**src/rtl/i2c_pkg.sv**
```systemverilog
// rtl/i2c_pkg.sv - shared I2C timing defaults and divider helper
package i2c_pkg;

  localparam int unsigned CLK_FREQ_HZ = 100_000_000;
  localparam int unsigned SCL_FREQ_HZ = 100_000;

  // Clock cycles per SCL half period.
  function automatic int unsigned half_period(input int unsigned clk_hz,
                                              input int unsigned scl_hz);
    return clk_hz / (2 * scl_hz);
  endfunction

endpackage

```
**src/rtl/sync_glitch_filter.sv**
```systemverilog
// rtl/sync_glitch_filter.sv - 2-flop synchronizer plus STAGES-sample glitch filter, idles high
module sync_glitch_filter #(
  parameter int unsigned STAGES = 2
) (
  input  logic clk,
  input  logic reset,
  input  logic i_async,
  output logic o_filt
);

  logic [1:0]        r_sync;
  logic              r_filt;
  logic [STAGES-1:0] w_window;

  if (STAGES < 1) begin : g_bad_stages
    $error("sync_glitch_filter: STAGES must be at least 1");
  end

  always_ff @(posedge clk or posedge reset) begin
    if (reset) begin
      r_sync <= 2'b11;
    end else begin
      r_sync <= {r_sync[0], i_async};
    end
  end

  // The window holds the newest synchronized sample plus STAGES-1 older ones,
  // so a clean edge reaches o_filt after 2 + STAGES clocks.
  if (STAGES == 1) begin : g_single
    assign w_window = r_sync[1];
  end else begin : g_multi
    logic [STAGES-2:0] r_hist;
    assign w_window = {r_hist, r_sync[1]};
    always_ff @(posedge clk or posedge reset) begin
      if (reset) begin
        r_hist <= '1;
      end else begin
        r_hist <= w_window[STAGES-2:0];
      end
    end
  end

  always_ff @(posedge clk or posedge reset) begin
    if (reset) begin
      r_filt <= 1'b1;
    end else if (&w_window) begin
      r_filt <= 1'b1;
    end else if (~|w_window) begin
      r_filt <= 1'b0;
    end
  end

  assign o_filt = r_filt;

endmodule

```
**src/rtl/scl_clkgen_filter.sv**
```systemverilog
// rtl/scl_clkgen_filter.sv - free-running SCL generator and filtered, edge-annotated SCL readback
module scl_clkgen_filter
  import i2c_pkg::*;
#(
  parameter int unsigned CLK_FREQ_HZ   = i2c_pkg::CLK_FREQ_HZ,
  parameter int unsigned SCL_FREQ_HZ   = i2c_pkg::SCL_FREQ_HZ,
  parameter int unsigned FILTER_STAGES = 2
) (
  input  logic clk,
  input  logic reset,
  input  logic en,
  input  logic restart,
  output logic scl_out,
  input  logic scl_in,
  output logic scl_filt,
  output logic scl_rise,
  output logic scl_fall
);

  localparam int unsigned HALF_PERIOD = half_period(CLK_FREQ_HZ, SCL_FREQ_HZ);
  localparam int unsigned CNT_W       = (HALF_PERIOD < 2) ? 1 : $clog2(HALF_PERIOD);
  localparam logic [CNT_W-1:0] CNT_LAST = CNT_W'(HALF_PERIOD - 1);

  if (HALF_PERIOD < 2) begin : g_bad_half
    $error("scl_clkgen_filter: HALF_PERIOD must be at least 2");
  end
  if (FILTER_STAGES < 1) begin : g_bad_stages
    $error("scl_clkgen_filter: FILTER_STAGES must be at least 1");
  end

  logic [CNT_W-1:0] r_cnt;
  logic             r_scl_out;
  logic             r_filt_d;
  logic             w_filt;

  // restart beats en so the controller can realign phase even while running.
  always_ff @(posedge clk or posedge reset) begin
    if (reset) begin
      r_cnt     <= '0;
      r_scl_out <= 1'b1;
    end else if (restart) begin
      r_cnt     <= '0;
      r_scl_out <= 1'b1;
    end else if (en) begin
      if (r_cnt == CNT_LAST) begin
        r_cnt     <= '0;
        r_scl_out <= ~r_scl_out;
      end else begin
        r_cnt <= r_cnt + 1'b1;
      end
    end
  end

  sync_glitch_filter #(
    .STAGES (FILTER_STAGES)
  ) u_scl_filter (
    .clk     (clk),
    .reset   (reset),
    .i_async (scl_in),
    .o_filt  (w_filt)
  );

  always_ff @(posedge clk or posedge reset) begin
    if (reset) begin
      r_filt_d <= 1'b1;
    end else begin
      r_filt_d <= w_filt;
    end
  end

  assign scl_out  = r_scl_out;
  assign scl_filt = w_filt;
  assign scl_rise = w_filt & ~r_filt_d;
  assign scl_fall = ~w_filt & r_filt_d;

endmodule

```
**config.mk**
```make
export PLATFORM = sky130hd
export DESIGN_NAME = scl_clkgen_filter
export DESIGN_NICKNAME = d
export VERILOG_FILES = /design/src/rtl/i2c_pkg.sv /design/src/rtl/sync_glitch_filter.sv /design/src/rtl/scl_clkgen_filter.sv
export SDC_FILE = /design/constraint.sdc
export NUM_CORES = 1
export LEC_CHECK = 0
export CAP_MARGIN = 20
export CORE_UTILIZATION = 52
export DETAILED_ROUTE_END_ITERATION = 10
export PLACE_DENSITY = 0.83
export SLEW_MARGIN = 10
export SYNTH_ARGS = -nofsm -noshare
export SYNTH_HDL_FRONTEND = slang
export SYNTH_HIERARCHICAL = 1
export SYNTH_SLANG_ARGS = --single-unit
```
**constraint.sdc**
```tcl
create_clock -name clk -period 1.7 [get_ports clk]
set_input_delay 0.425 -clock clk [delete_from_list [all_inputs] [get_ports clk]]
set_output_delay 0.425 -clock clk [all_outputs]
set_load 0.02 [all_outputs]
```
==> metrics.md <==
| Metric | Value |
|---|---|
| Worst VDD drop | `0.000688 V` |
| Placement-stage worst setup slack | `-0.146 ns` |
| Cell at the slowest stage of the critical path | `dfstp_2` |
| Via count of the first global-routing pass | `553` |
| Starting Density | `0.572` |
| Overall track demand over capacity in global routing | `0.269` |
| DP Cell Count | `102` |
| Post-route worst setup slack | `0.0885 ns` |
| Max-slew headroom at the worst pin | `0.706` |
| Total setup violations reported at the end of the flow | `0` |
| Floorplan Core Area | `0.00132 mm²` |
| Residual overflow from global routing | `0` |
| Number of antenna violations at the first check in global routing | `0` |
| Summed area of non-filler cells in the final layout | `913 µm²` |
| Worst reg2reg path startpoint | `r_cnt[2]` |
| Path class of the lowest-slack min-delay path | `reg2reg` |
| Master cell of the clock root buffer | `clkbuf_4` |
| Net count of the mapped netlist | `79` |
| Critical path class | `reg2out` |
| Area of the multi-input gates | `324 µm²` |
| Area Overhead vs Synth | `21.3%` |
| Die outline height | `40.1 µm` |
| Half-perimeter wire length after placement | `1.18 mm` |
| Startpoint of the tightest hold check path | `u_scl_filter/r_sync[0]` |
| Fraction of layout instances using a drive strength above 1 | `0.253` |
| Leakage | `0.000398 µW` |
| Count of endpoints failing hold in the final timing report | `0` |
| Critical path peak fanout | `4` |
| Worst Setup End Kind | `primary output` |
| Status | `completed` |
| Setup repair after global routing missed its margin | `no` |
| YS warnings | `6` |
| Fill cell count | `112` |
| Achievable clock frequency | `621 MHz` |
| Setup crit start | `u_scl_filter/o_filt` |
| Setup skew after layout | `0.00147 ns` |
| Count of max-cap constraint violations | `0` |
| Post-synthesis cell area | `753 µm²` |
| Gate Count Post-Synth | `72` |
| Number of standard cells in the final layout excluding fillers | `106` |
| Die Area | `0.00160 mm²` |
| Number of H-tree levels | `1` |
| Final routed wire length divided by cell count | `15.5 µm` |
| Data arrival time of the critical path | `1.19 ns` |
| Total DRC errors in the routed layout | `0` |
| CP Launch Type | `flop` |
| Post-route minimum period | `1.61 ns` |
| Detailed-route vias per instance | `5.85` |
| Length of the first detailed-routing pass in iterations | `4` |
| Largest net degree at the start of global routing | `12` |
| Post-route antenna net violation count | `0` |
| WP buf/inv | `1` |
| Die width | `40.1 µm` |
| TritonCTS clock tree | `done` |
| Maximum number of buffers from clock root to sink | `2` |
| Pwr per Cell Area | `762 mW/mm²` |
| Number of buffers inserted for hold repair after clock tree synthesis | `0` |
| Sequential area share after synthesis | `0.508` |
| Count of vias placed by the detailed router | `620` |
| Number of port buffers | `8` |
| Count of clock tree sinks | `15` |
| Biggest cell delay along the critical path | `0.56 ns` |
| Required time of the critical path | `1.27 ns` |
| Number of buffers inserted during clock tree synthesis | `3` |
| Post-DP Area | `900 µm²` |
| Global-route wire length before repair | `2.62 mm` |
| Worst skew pair latency | `0.29 ns` |
| Setup slack of the most critical reg-to-reg path | `0.16 ns` |
| Area used by sequential logic in the layout | `383 µm²` |
| Number of placement rows | `13` |
| Ordered list of cells on the worst path | `dlygate4sd2_1` |
| Number of synthesized register bits | `15` |
| Net count of the finished layout | `99` |
| Tcrit/Tclk final | `0.948` |
| Weighted congestion reported at the end of routability-driven placement | `0.765` |
| Overall routed net length | `1.64 mm` |
| N_diodes | `0` |
| Hold Slack | `0.366 ns` |
| Mapped Avg Cell Area | `10.5 µm²` |
| Ports | `9` |
| Clock slew at the register clock pins of the worst setup and hold paths | `0.09 ns` |
| Synth unique cells | `26` |
| Final number of max-transition violations | `0` |
| Number of design-rule violations left by the first detailed-router iteration | `22` |
| Transition time at the pin with the least slew margin | `0.441 ns` |
| Dominant delay contributor by cell family on the critical path | `flip-flops` |
-- cells by family after synthesis --
family                   count (synthesis)  share of synthesized area
AND/OR/NAND/NOR                         26                      0.199
multiplexers                             2                     0.0332
adder cells (fa/ha/maj)                  2                     0.0332
XOR/XNOR                                 2                     0.0233
flip-flops                              15                      0.508
AO/OA/AOI/OAI                           17                      0.141
buffers and inverters                    8                     0.0615
-- registers in the layout (all words and copies together) (netlist names) --
register,flops
scl_out,1
r_filt_d,1
u_scl_filter/r_sync,2
u_scl_filter/g_multi.r_hist,1
r_cnt,9
u_scl_filter/o_filt,1
-- cells in the mapped netlist --
cell type | instances | area share
nand2_1 | 7 | 0.035
or3_1 | 2 | 0.017
o31ai_1 | 2 | 0.020
buf_2 | 1 | 0.0066
inv_1 | 5 | 0.025
nor2_1 | 3 | 0.015
nand4bb_1 | 1 | 0.015
a31oi_1 | 2 | 0.017
nor2b_1 | 4 | 0.033
o211ai_1 | 1 | 0.010
ha_1 | 2 | 0.033
mux2_4 | 1 | 0.020
o221ai_1 | 1 | 0.012
nand4_1 | 1 | 0.0083
dfrtp_1 | 9 | 0.30
dfstp_2 | 6 | 0.21
and2b_1 | 1 | 0.010
mux2i_1 | 1 | 0.013
a21oi_1 | 4 | 0.027
or4_1 | 3 | 0.030
o21ai_0 | 5 | 0.033
nand3_1 | 3 | 0.020
xor2_1 | 2 | 0.023
nand4_2 | 1 | 0.017
buf_6 | 2 | 0.030
o2111ai_1 | 2 | 0.023
-- cell usage in the layout, fill, tap and decap left out, drive strengths merged --
cell	netlist	final
or4	3	3
clkdlybuf4s50	0	4
dfstp	6	6
a21oi	4	4
mux2i	1	1
buf	3	10
o21ai	5	5
ha	2	2
dfrtp	9	9
nor2b	4	4
mux2	1	1
dlygate4sd2	0	2
o2111ai	2	2
inv	5	5
and2b	1	1
nand4bb	1	1
o31ai	2	2
o221ai	1	1
clkbuf	0	6
nand3	3	3
nand2	7	7
nor2	3	3
xor2	2	2
a31oi	2	2
o211ai	1	1
nand4	2	2
or3	2	2
-- worst paths after layout --
path	to	cells past startpoint
setup / recovery	scl_filt	1
hold / removal	u_scl_filter/r_sync[1]	0
setup reg to reg	scl_out	3
hold reg to reg	u_scl_filter/r_sync[1]	0
max in group asynchronous	scl_out	2
min in group asynchronous	r_cnt[3]	2
-- final cells by class --
cell class,instances,area share
sequential,15,0.419
multi-input combinational,49,0.355
tap,15,0.0205
inverter,5,0.0205
timing repair buffer,18,0.156
clock buffer,4,0.0288
-- stage by stage --
step / TNS (ns) / utilization / total power [µW]
after floorplan: 0 / - / 449
after global placement: -0.239 / 0.683 / 496
after detailed placement: -0.515 / 0.683 / 503
after CTS: 0 / 0.700 / 701
after global routing: 0 / 0.693 / 726
final: 0 / 0.693 / 696
-- layer usage --
layer | vias up | wire [µm] | GRT usage
met1 | 293 | 658 | 0.320
li1 | 299 | - | -
met5 | - | 0 | 0
met3 | 5 | 82 | 0.0667
met2 | 23 | 855 | 0.431
met4 | 0 | 42 | 0.164
-- report_power, final --
part,leakage (µW),internal (µW),switching [µW]
sequential,0.000187,380,11.2
combinational,0.000197,47.2,50.3
clock,0.0000150,91.4,116
-- timing repair --
action / 4_1_cts / 5_1_grt
setup buffers: 0 / 0
gates cloned: 0 / 0
setup endpoints to repair: 4 / 2
resized for setup: 5 / 3
Note: power is estimated with default switching activity, not from simulation.
